<file path="config.mk">
export PLATFORM = sky130hd
export DESIGN_NAME = imem_load_ctrl
export DESIGN_NICKNAME = d
export VERILOG_FILES = /design/src/rtl/mips_boot_pkg.sv /design/src/rtl/byte_packer.sv /design/src/rtl/imem_load_ctrl.sv
export SDC_FILE = /design/constraint.sdc
export NUM_CORES = 1
export LEC_CHECK = 0
export ABC_AREA = 1
export CAP_MARGIN = 10
export CORE_MARGIN = 10
export CORE_UTILIZATION = 30
export DETAILED_ROUTE_END_ITERATION = 7
export PLACE_DENSITY = 0.59
export SETUP_SLACK_MARGIN = 0.05
export SYNTH_ARGS = -nofsm -noshare
export SYNTH_HDL_FRONTEND = slang
export SYNTH_SLANG_ARGS = --single-unit
</file>
<file path="constraint.sdc">
create_clock -name clk -period 2.35 [get_ports clk]
set_clock_uncertainty 0.2 [all_clocks]
set_input_delay 0.705 -clock clk [delete_from_list [all_inputs] [get_ports clk]]
set_output_delay 0.705 -clock clk [all_outputs]
set_load 0.005 [all_outputs]
</file>
<file path="src/rtl/mips_boot_pkg.sv">
// Shared types and constants for the MIPS boot-time instruction-memory loader.
package mips_boot_pkg;

  typedef enum logic [2:0] {
    IDLE,
    LOAD,
    WRITE,
    DONE,
    ERROR
  } state_e;

  localparam int LANES           = 4;
  localparam int DEFAULT_TIMEOUT = 1024;

endpackage

</file>
<file path="src/rtl/byte_packer.sv">
// Packs accepted stream bytes into a 32-bit word, first byte in the MSBs.
module byte_packer
  import mips_boot_pkg::*;
(
  input  logic        clk,
  input  logic        rst,
  input  logic        clear,
  input  logic        accept,
  input  logic [7:0]  in_data,
  output logic [31:0] word,
  output logic        word_full
);

  localparam int CNT_W = $clog2(LANES);

  logic [CNT_W-1:0] byte_cnt_q, byte_cnt_d;
  logic [31:0]      word_q, word_d;

  always_ff @(negedge clk or negedge rst) begin
    if (!rst) begin
      byte_cnt_q <= '0;
      word_q     <= '0;
    end else begin
      byte_cnt_q <= byte_cnt_d;
      word_q     <= word_d;
    end
  end

  always_comb begin
    byte_cnt_d = byte_cnt_q;
    word_d     = word_q;
    if (clear) begin
      byte_cnt_d = '0;
      word_d     = '0;
    end else if (accept) begin
      for (int i = 0; i < LANES; i++) begin
        if (byte_cnt_q == CNT_W'(i)) word_d[(LANES-1-i)*8 +: 8] = in_data;
      end
      byte_cnt_d = byte_cnt_q + 1'b1;
    end
  end

  // High on the edge where the last lane is being filled.
  assign word_full = accept && (byte_cnt_q == CNT_W'(LANES-1));
  assign word      = word_q;

endmodule

</file>
<file path="src/rtl/imem_load_ctrl.sv">
// Boot loader: streams bytes into instruction memory word by word and holds
// the CPU in reset until the whole image is written.
module imem_load_ctrl
  import mips_boot_pkg::*;
#(
  parameter int ADDR_W  = 8,
  parameter int WORDS   = 256,
  parameter int TIMEOUT = DEFAULT_TIMEOUT
) (
  input  logic              clk,
  input  logic              rst,
  input  logic              start,
  input  logic              in_valid,
  input  logic [7:0]        in_data,
  output logic              in_ready,
  output logic              mem_we,
  output logic [ADDR_W-1:0] mem_addr,
  output logic [31:0]       mem_wdata,
  output logic              cpu_rst_n,
  output logic              busy,
  output logic              done,
  output logic              err
);

  localparam int                 TIMER_W   = $clog2(TIMEOUT);
  localparam logic [ADDR_W-1:0]  LAST_ADDR = ADDR_W'(WORDS - 1);
  localparam logic [TIMER_W-1:0] TIMER_MAX = TIMER_W'(TIMEOUT - 1);

  state_e              state_q, state_d;
  logic [ADDR_W-1:0]   addr_q, addr_d;
  logic [TIMER_W-1:0]  timer_q, timer_d;
  logic [ADDR_W-1:0]   addr_hold_q, addr_hold_d;
  logic [31:0]         wdata_hold_q, wdata_hold_d;
  logic                accept;
  logic                pk_clear;
  logic                pk_full;
  logic [31:0]         pk_word;

  assign accept = in_valid && in_ready;

  byte_packer u_packer (
    .clk      (clk),
    .rst      (rst),
    .clear    (pk_clear),
    .accept   (accept),
    .in_data  (in_data),
    .word     (pk_word),
    .word_full(pk_full)
  );

  always_ff @(negedge clk or negedge rst) begin
    if (!rst) begin
      state_q      <= IDLE;
      addr_q       <= '0;
      timer_q      <= '0;
      addr_hold_q  <= '0;
      wdata_hold_q <= '0;
    end else begin
      state_q      <= state_d;
      addr_q       <= addr_d;
      timer_q      <= timer_d;
      addr_hold_q  <= addr_hold_d;
      wdata_hold_q <= wdata_hold_d;
    end
  end

  always_comb begin
    state_d      = state_q;
    addr_d       = addr_q;
    timer_d      = timer_q;
    addr_hold_d  = addr_hold_q;
    wdata_hold_d = wdata_hold_q;
    pk_clear     = 1'b0;
    unique case (state_q)
      IDLE, DONE, ERROR: begin
        if (start) begin
          state_d  = LOAD;
          addr_d   = '0;
          timer_d  = '0;
          pk_clear = 1'b1;
        end
      end
      LOAD: begin
        // An accept on the timeout edge still counts, so it is tested first.
        if (accept) begin
          timer_d = '0;
          if (pk_full) state_d = WRITE;
        end else if (timer_q == TIMER_MAX) begin
          state_d = ERROR;
        end else begin
          timer_d = timer_q + 1'b1;
        end
      end
      WRITE: begin
        addr_hold_d  = addr_q;
        wdata_hold_d = pk_word;
        timer_d      = '0;
        if (addr_q == LAST_ADDR) begin
          state_d = DONE;
        end else begin
          addr_d  = addr_q + 1'b1;
          state_d = LOAD;
        end
      end
      default: state_d = IDLE;
    endcase
  end

  // Address/data show the live word only while writing, else the last write.
  always_comb begin
    in_ready  = (state_q == LOAD);
    mem_we    = (state_q == WRITE);
    mem_addr  = (state_q == WRITE) ? addr_q  : addr_hold_q;
    mem_wdata = (state_q == WRITE) ? pk_word : wdata_hold_q;
    cpu_rst_n = (state_q == DONE);
    busy      = (state_q == LOAD) || (state_q == WRITE);
    done      = (state_q == DONE);
    err       = (state_q == ERROR);
  end

endmodule
</file>
Word level (Yosys, flattened, before mapping):

Index checks and enable logic that the tools add are counted.

* $add $sub $neg: 3
* equality and inequality tests: 14
* mux-type cells: 25
* reductions and logical operators: 20

Operators by type and width (number)
* $mux W32: 3
* $mux W8: 7
* $mux W10: 3
* $pmux W10 S3: 1
* $pmux W8 S2: 1
* $mux W3: 4
* $reduce_bool A2 Y1: 6
* $add A10 B1 Y10 const B: 1
* $eq A10 B10 Y1 const B: 1
* $pmux W3 S3: 1
* $reduce_and A3 Y1: 3
* $add A8 B1 Y8 const B: 1
* $eq A8 B8 Y1 const B: 1
* $reduce_and A2 Y1: 4
* $eq A3 B2 Y1 const B: 2
* $mux W2: 3
* $eq A2 B2 Y1 const B: 2
* $ne A2 B2 Y1 const B: 2
* $eq A3 B1 Y1 const B: 1
* $eq A3 B3 Y1 const B: 1
* $logic_not A3 Y1: 1
* $ne A3 B1 Y1 const B: 1
* $ne A3 B2 Y1 const B: 1
* $ne A3 B3 Y1 const B: 1
* 8 further kinds: 10

* register bits: 95
* bits of input ports: 12
* output and inout bits: 46
* logic and storage cells: 72

Logic depth before layout (Yosys ltp):

* depth in word-level cells: 6
* depth in mapped cells: 10
* depth with buffers taken out: 10

Modules after synthesis:

Synthesis repeated with hierarchy kept, for this count alone.

* cell total of the unflattened synthesis: 523
* area, all modules: 4404.2 um2

Modules (own cells, without submodules)
* imem_load_ctrl: times used 1, cells each 350, area each 2829.0 um2, sequential area each 1526.5 um2
* byte_packer: times used 1, cells each 173, area each 1575.3 um2, sequential area each 850.8 um2

==> out/metrics.yaml <==
outcome: "finished, violations left"
violations: "setup timing"
grt_use_total: 0.145
path_clk_slew_ns: 0.05
required_ns: 1.44
antenna_found_initial: 0
clockBufferDepth: 2
grt_max_degree: 28
die-area_um2: 18900
p_total_w: 0.00942
drt-total-wl_um: 13500
max-slew-margin-rel: 0.761
ys_seq_elements: 95
irDropWorstVdd_mv: 0.855
cp-start-kind: "register"
syn_area_per_cell_um2: 8.62
vias: 3959
firstDrtPassIters: 4
core_um2: 13300
synth_area_um2: 4130
fin_hold_ws_ns: 0.226
critPathCaptureType: "output pin"
worstSetupPathType: "reg2out"
h-tree-depth: 3
drt_iter0_drc: 199
final_common_cell: "dfrtn_1"
tns_ns: -81.31
synthCells: 479
cts_hold_buffers: 0
layout_common_cells: "dfrtn_1, nand2_1, buf_6, nand2_2, buf_4"
ys_warn_count: 0
hp-class: "reg2reg"
n_antenna_cell: 0
synthesis.nets: 497
layout.nets: 695
dp_hpwl_um: 7590
synth_edf_count: 0
tightest_slew_ns: 0.358
viasPerCell: 4.61
ant_nets: 0
wl_per_cell_um: 15.8
async_flop_share: 1.00
dpl-instance-area_um2: 5440
initial_utilization: 0.309
rsz0062_at_grt: "yes"
grt_first_pass_wirelength_um: 21700
numCtsBuffers: 9
syn_to_final_growth_pct: 83.9
setup_viol: 103
worst_slack_ns: -1.51
seq_area_frac_synth: 0.576
synthFlopType: "dfrtn_1"
row_count: 42
finalWeightedCongestion: 0.853
ioPinCount: 58
dp_slack_ns: -1.36
drive_gt1_frac: 0.601
port_buffers: 57
die_h_um: 137
cap_viol_max_count: 0
p_leak_nw: 3.77
cts_sinks: 95
power_density_nw_per_um2: 1240
cp_max_fo: 8
slew_violations: 0
synth_cell_types: 29
cp.arrival_ns: 2.95
first_global_vias: 4328
fin_area_um2: 7590
drc: 0
hold_violations: 0
cts_tree: "done"
grt-ovfl-total: 0
clk_latency_ns: 0.36
chipWidth_um: 137
root_buffer: "clkbuf_16"
sequential cells by signal, summed over array words and instances (netlist names):
name / flops
addr_hold_q: 8
u_packer.word: 32
wdata_hold_q: 32
state_q: 3
addr_q: 8
timer_q: 10
u_packer.byte_cnt_q: 2
critical path: stages (launching register included):
cell and delay (ns):
dfrtn_1 0.48, nand2_4 0.08, nor2_4 0.17, clkinv_4 0.14
buf_12 0.16, buf_16 0.15, nand2_2 0.06, nand2_2 0.07
buf_6 0.12
cell type report:
type | instances | area (µm²)
Fill cell | 1102 | 5760
Multi-Input combinational cell | 333 | 2390
Sequential cell | 95 | 2380
Timing Repair Buffer | 199 | 2090
Clock buffer | 9 | 225
Tap cell | 176 | 220
Inverter | 35 | 200
Clock inverter | 7 | 61.3
Timing Repair inverter | 4 | 32.5
cell usage after synthesis (all sizes together) (2+ instances only):
library cell,count,share of area
nand2,220,0.20
dfrtn,95,0.58
o21ai,51,0.070
inv,34,0.031
nor2,20,0.022
nand3,19,0.027
buf,10,0.020
clkbuf,6,0.0055
ha,6,0.018
xor2,5,0.011
a21oi,4,0.0048
nand4,2,0.0030
timing repair:
| item | 4_1_cts | 5_1_grt |
|---|---|---|
| endpoints found under the setup margin | 101 | 104 |
| gates cloned | 10 | 1 |
| resized for setup | 384 | 176 |
| buffers inserted | 83 | 28 |
| pin swaps | 36 | 36 |
where the power goes:
part	internal, W	switching [W]	total (W)
Sequential	0.00223	0.000419	0.00265
Combinational	0.00287	0.00245	0.00532
Clock	0.000741	0.000708	0.00145
Total	0.00584	0.00357	0.00942
path summary, 6_finish.rpt:
path / from / end / slack [ns] / cells after the start
setup reg to reg: state_q[1] / wdata_hold_q[17] / -1.25 / 25
hold reg to reg: wdata_hold_q[5] / wdata_hold_q[5] / 0.23 / 2
setup / recovery: state_q[1] / mem_wdata[22] / -1.51 / 8
min in group asynchronous: rst / addr_q[5] / 1.06 / 1
max in group asynchronous: rst / u_packer.word[14] / 0.45 / 2
hold / removal: wdata_hold_q[5] / wdata_hold_q[5] / 0.23 / 2
cell families (layout without fill, tap and decap cells):
| kind of cell | after synthesis | after routing | share of synthesized area |
|---|---|---|---|
| and+or+nand+nor | 264 | 264 | 0.258 |
| adders and majority gates | 6 | 6 | 0.0182 |
| DFF | 95 | 95 | 0.576 |
| xor gates and xnor gates | 6 | 6 | 0.0127 |
| buffers and inverters | 51 | 254 | 0.0573 |
| AOI/OAI and AO/OA | 57 | 57 | 0.0782 |
routing by layer:
| metal | part of all wire | vias to the layer above | GRT usage | wire (µm) |
|---|---|---|---|---|
| li1 | - | 1901 | - | - |
| met1 | 0.40 | 1946 | 0.164 | 5480 |
| met2 | 0.52 | 82 | 0.253 | 7070 |
| met3 | 0.047 | 30 | 0.0415 | 638 |
| met4 | 0.026 | 0 | 0.0533 | 354 |
| met5 | 0 | - | 0 | 0 |
per-stage QoR:
stage / cells / utilization
CTS: 861 / 0.524
floorplan: 479 / -
global placement: 755 / 0.407
global route: 858 / 0.569
finish: 858 / 0.569
detailed placement: 755 / 0.407
(Power assumes the default switching activity.)
